<file path="src/rtl/smg_scan_module.sv">
// Two-digit 7-segment scan driver: time-multiplexes tens/ones patterns onto a shared bus
// with a blanking gap per slot. Define SMG_ZERO_BLANK_EN to blank a leading tens zero.
module smg_scan_module #(
    parameter int SCAN_DIV     = 50000,
    parameter int BLANK_CYCLES = 500
) (
    input  logic       CLK,
    input  logic       RST_N,
    input  logic [7:0] Ten_SMG_Data,
    input  logic [7:0] One_SMG_Data,
    output logic [7:0] SMG_Data,
    output logic [1:0] Scan_Sig
);

    if (SCAN_DIV < 2 || BLANK_CYCLES < 0 || BLANK_CYCLES >= SCAN_DIV) begin : g_param_check
        $error("smg_scan_module: need SCAN_DIV >= 2 and 0 <= BLANK_CYCLES < SCAN_DIV");
    end

    localparam int CNT_W = (SCAN_DIV > 2) ? $clog2(SCAN_DIV) : 1;
    localparam logic [CNT_W-1:0] BLANK_LAST = CNT_W'(BLANK_CYCLES - 1);
    localparam logic [CNT_W-1:0] SHOW_LAST  = CNT_W'(SCAN_DIV - BLANK_CYCLES - 1);
    localparam logic             NO_BLANK   = (BLANK_CYCLES == 0);

    typedef enum logic [1:0] {
        BLANK_T = 2'd0,
        SHOW_T  = 2'd1,
        BLANK_O = 2'd2,
        SHOW_O  = 2'd3
    } state_t;

    state_t           state_q, state_d;
    logic [CNT_W-1:0] cnt_q, cnt_d;
    logic [7:0]       smg_d;
    logic [1:0]       scan_d;
    logic             slot_done;
    logic [7:0]       ten_pat;

    // Tens pattern as it should appear on the tube; a bare '0' (8'hc0) may be blanked.
    function automatic logic [7:0] tens_pattern(input logic [7:0] pat);
`ifdef SMG_ZERO_BLANK_EN
        return (pat == 8'hc0) ? 8'hff : pat;
`else
        return pat;
`endif
    endfunction

    assign ten_pat = tens_pattern(Ten_SMG_Data);

    always_comb begin
        state_d   = state_q;
        cnt_d     = cnt_q + 1'b1;
        smg_d     = SMG_Data;
        scan_d    = Scan_Sig;
        slot_done = 1'b0;

        // With no dead time the reset-time BLANK_T is left on the very first edge.
        unique case (state_q)
            BLANK_T, BLANK_O: slot_done = NO_BLANK || (cnt_q == BLANK_LAST);
            SHOW_T, SHOW_O:   slot_done = (cnt_q == SHOW_LAST);
        endcase

        if (slot_done) begin
            cnt_d = '0;
            unique case (state_q)
                BLANK_T: state_d = SHOW_T;
                SHOW_T:  state_d = NO_BLANK ? SHOW_O : BLANK_O;
                BLANK_O: state_d = SHOW_O;
                SHOW_O:  state_d = NO_BLANK ? SHOW_T : BLANK_T;
            endcase

            // Inputs are captured only here, so mid-slot changes never tear a digit.
            unique case (state_d)
                SHOW_T: begin
                    smg_d  = ten_pat;
                    scan_d = 2'b01;
                end
                SHOW_O: begin
                    smg_d  = One_SMG_Data;
                    scan_d = 2'b10;
                end
                BLANK_T, BLANK_O: begin
                    smg_d  = 8'hff;
                    scan_d = 2'b11;
                end
            endcase
        end
    end

    always_ff @(posedge CLK or negedge RST_N) begin
        if (!RST_N) begin
            state_q  <= BLANK_T;
            cnt_q    <= '0;
            SMG_Data <= 8'hff;
            Scan_Sig <= 2'b11;
        end else begin
            state_q  <= state_d;
            cnt_q    <= cnt_d;
            SMG_Data <= smg_d;
            Scan_Sig <= scan_d;
        end
    end

endmodule

</file>
<file path="config.mk">
export PLATFORM = sky130hd
export DESIGN_NAME = smg_scan_module
export DESIGN_NICKNAME = d
export VERILOG_FILES = /design/src/rtl/smg_scan_module.sv
export SDC_FILE = /design/constraint.sdc
export NUM_CORES = 1
export LEC_CHECK = 0
export CAP_MARGIN = 30
export CORE_MARGIN = 1.5
export CORE_UTILIZATION = 50
export CTS_BUF_LIST = sky130_fd_sc_hd__clkbuf_16
export DETAILED_ROUTE_END_ITERATION = 8
export GPL_TIMING_DRIVEN = 0
export PLACE_DENSITY = 0.88
export SYNTH_ARGS = -nofsm -noshare
export SYNTH_HDL_FRONTEND = slang
export SYNTH_SLANG_ARGS = --single-unit
</file>
<file path="constraint.sdc">
create_clock -name CLK -period 2.3 [get_ports CLK]
set_input_delay 0.575 -clock CLK [delete_from_list [all_inputs] [get_ports CLK]]
set_output_delay 0.575 -clock CLK [all_outputs]
set_load 0.01 [all_outputs]
</file>
==> impl_metrics.tcl, run 1 <==
set metrics [dict create \
    synth_seq_cells 28 \
    leakagePower_nw 0.797 \
    synth_seq_area_share 0.485 \
    syn_inst 140 \
    numPortBuffers 27 \
    fmax_mhz 505 \
    path_delay_family "buffers and inverters" \
    arrival_ps 2180 \
    peakVddDrop_v 0.000392 \
    cts.path.max_buffers 2 \
    final_common_cell "clkdlybuf4s50_1" \
    grt_pass1_wl_um 5580 \
    holdBufCountCts 0 \
    fin_setup_tns_ps 0 \
    synth_edf_count 0 \
    viasPerCell 5.55 \
    nets 194 \
    synth_area_leaders "dfrtp_1 31%, dfstp_2 18%, mux2_4 6.1%" \
    die-height_um 57.2 \
    first_global_vias 1163 \
    swShare 0.179 \
    first_iter_violations 26 \
    final_cell_mix "27 x clkdlybuf4s50_1, 18 x dfrtp_1, 13 x nand2_1, 13 x nor2_1" \
    grt_max_degree 17 \
    power_mw 1.06 \
    crit_top_cell "clkbuf_1" \
    ys_types 33 \
    core-area_mm2 0.00278 \
    crit_path_top_delay_cell "dfrtp_1" \
    cts_root_buffer "clkbuf_16" \
    die-area_mm2 0.00328 \
    yosys.area.top_type "dfrtp_1" \
    ys_async_sr_fraction 1.00 \
    p_seq_frac 0.465 \
    top_level_ports 28 \
    synth_warnings 0 \
    num_rows 19 \
    clock_sink_count 28 \
    syn_nets 161 \
    drc 0 \
    p_int_uw 870 \
    cts_setup_buffers 0 \
    critical_path_required_ps 2500 \
    crit_buf_inv 3 \
    crit_type "register to register" \
    cp-end-kind "register" \
    hold_violations 0 \
    path_cells "inv_1, ha_1, clkbuf_1, clkbuf_1, o21ai_0, mux2_2" \
    min_period_over_period 0.861 \
    maxCapViolations 0 \
    clkLatencyLatePin_ps 270 \
    drt-pass1-iter-count 4 \
    synthFlopType "dfrtp_1" \
    cts_resized 0 \
    synth_area_per_cell_um2 10.5 \
    fin_crit_ps 1980 \
    combinationalPowerShare 0.046 \
    setup_viol 0 \
    cp_max_fo 10 \
    dp_hpwl_um 2470 \
    status "finished, final reports clean" \
    antenna_found_initial 0 \
    crit_path_start_kind "register" \
    grt_usage 0.226 \
    ant_nets 0 \
    p_per_area_mw_per_mm2 558 \
    wirelength_um 3240 \
    clock_skew_ps 4.02 \
    cts_made_buffers 3 \
    critPathMaxStageDelay_ps 420 \
    overflow 0 \
    tritoncts "built" \
    hp-class "register to register" \
    clkPwrFrac 0.489 \
    rsz0062_at_grt "false" \
    netSwitchingPower_uw 190 \
    num_vias 1126 \
    netlist_area_mm2 0.00147 \
    dieWidth_um 57.2 \
    fillers 222 \
    tightestPinTransition_ps 683 \
    wire_per_inst_um 16.0 \
    synthToLayoutAreaGrowth_pct 29.2 \
    gp_congestion 0.783 \
    clk_pin_slew_ps 70 \
    drive_gt1_frac 0.163 \
    slew_headroom 0.543 \
    h-tree-depth 1 \
    yosys.area.top_type_share 0.306 \
    drv_slew 0 \
    n_antenna_cell 0 \
    start_util 0.529 \
]
[cells by family (layout without fill, tap and decap cells)]
logic type,after synthesis,count (layout),synth area share
muxes,11,11,0.0978
AOI/OAI and AO/OA,15,15,0.0621
and+or+nand+nor,60,60,0.214
buffers and inverters,11,43,0.0442
DFF,28,28,0.485
adders and majority gates,3,3,0.0255
xor gates and xnor gates,12,12,0.0714
[cell type report]
| type | count | area, um2 | area share |
|---|---|---|---|
| Tap cell | 31 | 38.8 | 0.0204 |
| Inverter | 5 | 18.8 | 0.00987 |
| Sequential cell | 28 | 713 | 0.375 |
| Clock inverter | 1 | 30.0 | 0.0158 |
| Multi-Input combinational cell | 101 | 693 | 0.365 |
| Clock buffer | 3 | 75.1 | 0.0395 |
| Buffer | 6 | 46.3 | 0.0244 |
| Timing Repair Buffer | 28 | 285 | 0.150 |
[stage by stage]
step / area (um2) / worst slack [ps] / hold WS [ps] / util / instances
after floorplan: 1470 / 538 / 279 / - / 140
after global placement: 1780 / 295 / 455 / 0.640 / 198
after detailed placement: 1800 / 322 / 455 / 0.646 / 199
after CTS: 1900 / 305 / 471 / 0.683 / 203
after global routing: 1900 / 180 / 514 / 0.683 / 203
final: 1900 / 321 / 467 / 0.683 / 203
[power groups by stage]
stage	registers [mW]	clock network, mW	logic (mW)
final	0.493	0.518	0.0491
after global placement	0.502	0	0.0436
after CTS	0.493	0.523	0.0498
after detailed placement	0.502	0	0.0492
after floorplan	0.502	0	0.00544
after global routing	0.493	0.548	0.0539
[path summary, 6_finish.rpt]
kind	cells after the start	endpoint	start	slack (ps)
max	6	SMG_Data[2]	state_q[0]	320
min	2	Scan_Sig[0]	Scan_Sig[0]	470
max reg2reg	6	SMG_Data[2]	state_q[0]	320
min reg2reg	2	Scan_Sig[0]	Scan_Sig[0]	470
max in group asynchronous	2	Scan_Sig[1]	RST_N	960
min in group asynchronous	1	state_q[0]	RST_N	720
[cells in the mapped netlist (2+ instances only)]
cell / number
nand3_1: 7
ha_1: 3
and3_1: 3
nand2_1: 13
clkbuf_1: 3
inv_1: 5
mux2_2: 3
dfstp_2: 10
o21ai_0: 10
and2_1: 2
a21oi_1: 2
nor2_1: 13
mux2i_1: 2
nand4_1: 4
or4_1: 2
xor2_1: 9
xnor2_1: 3
nor2b_1: 9
dfrtp_1: 18
mux2_4: 6
[sequential cells by signal (all words and copies together), names as in the netlist]
signal,count
Scan_Sig,2
cnt_q,16
state_q,2
SMG_Data,8
[tightest hold or removal path: stages (launching register included)]
cell     delay [ps]
dfstp_2         370
inv_1            40
mux2i_1          50
[layer usage]
| metal | routed length, um | share of wire | GRT usage |
|---|---|---|---|
| met3 | 143 | 0.044 | 0.0363 |
| met4 | 29 | 0.0090 | 0.0498 |
| met1 | 1300 | 0.40 | 0.291 |
| met5 | 0 | 0 | 0 |
| met2 | 1770 | 0.55 | 0.401 |
No activity file was read; power rests on OpenSTA's default activity.
==> run 2, diff against run 1 <==
--- a/config.mk
+++ b/config.mk
@@ -10,6 +10,7 @@
 export CORE_UTILIZATION = 50
 export CTS_BUF_LIST = sky130_fd_sc_hd__clkbuf_16
 export DETAILED_ROUTE_END_ITERATION = 8
+export GPL_ROUTABILITY_DRIVEN = 0
 export GPL_TIMING_DRIVEN = 0
 export PLACE_DENSITY = 0.88
 export SYNTH_ARGS = -nofsm -noshare
==> results of run 2 <==
No change in the layout: final DEF, timing and power equal those of run 1.
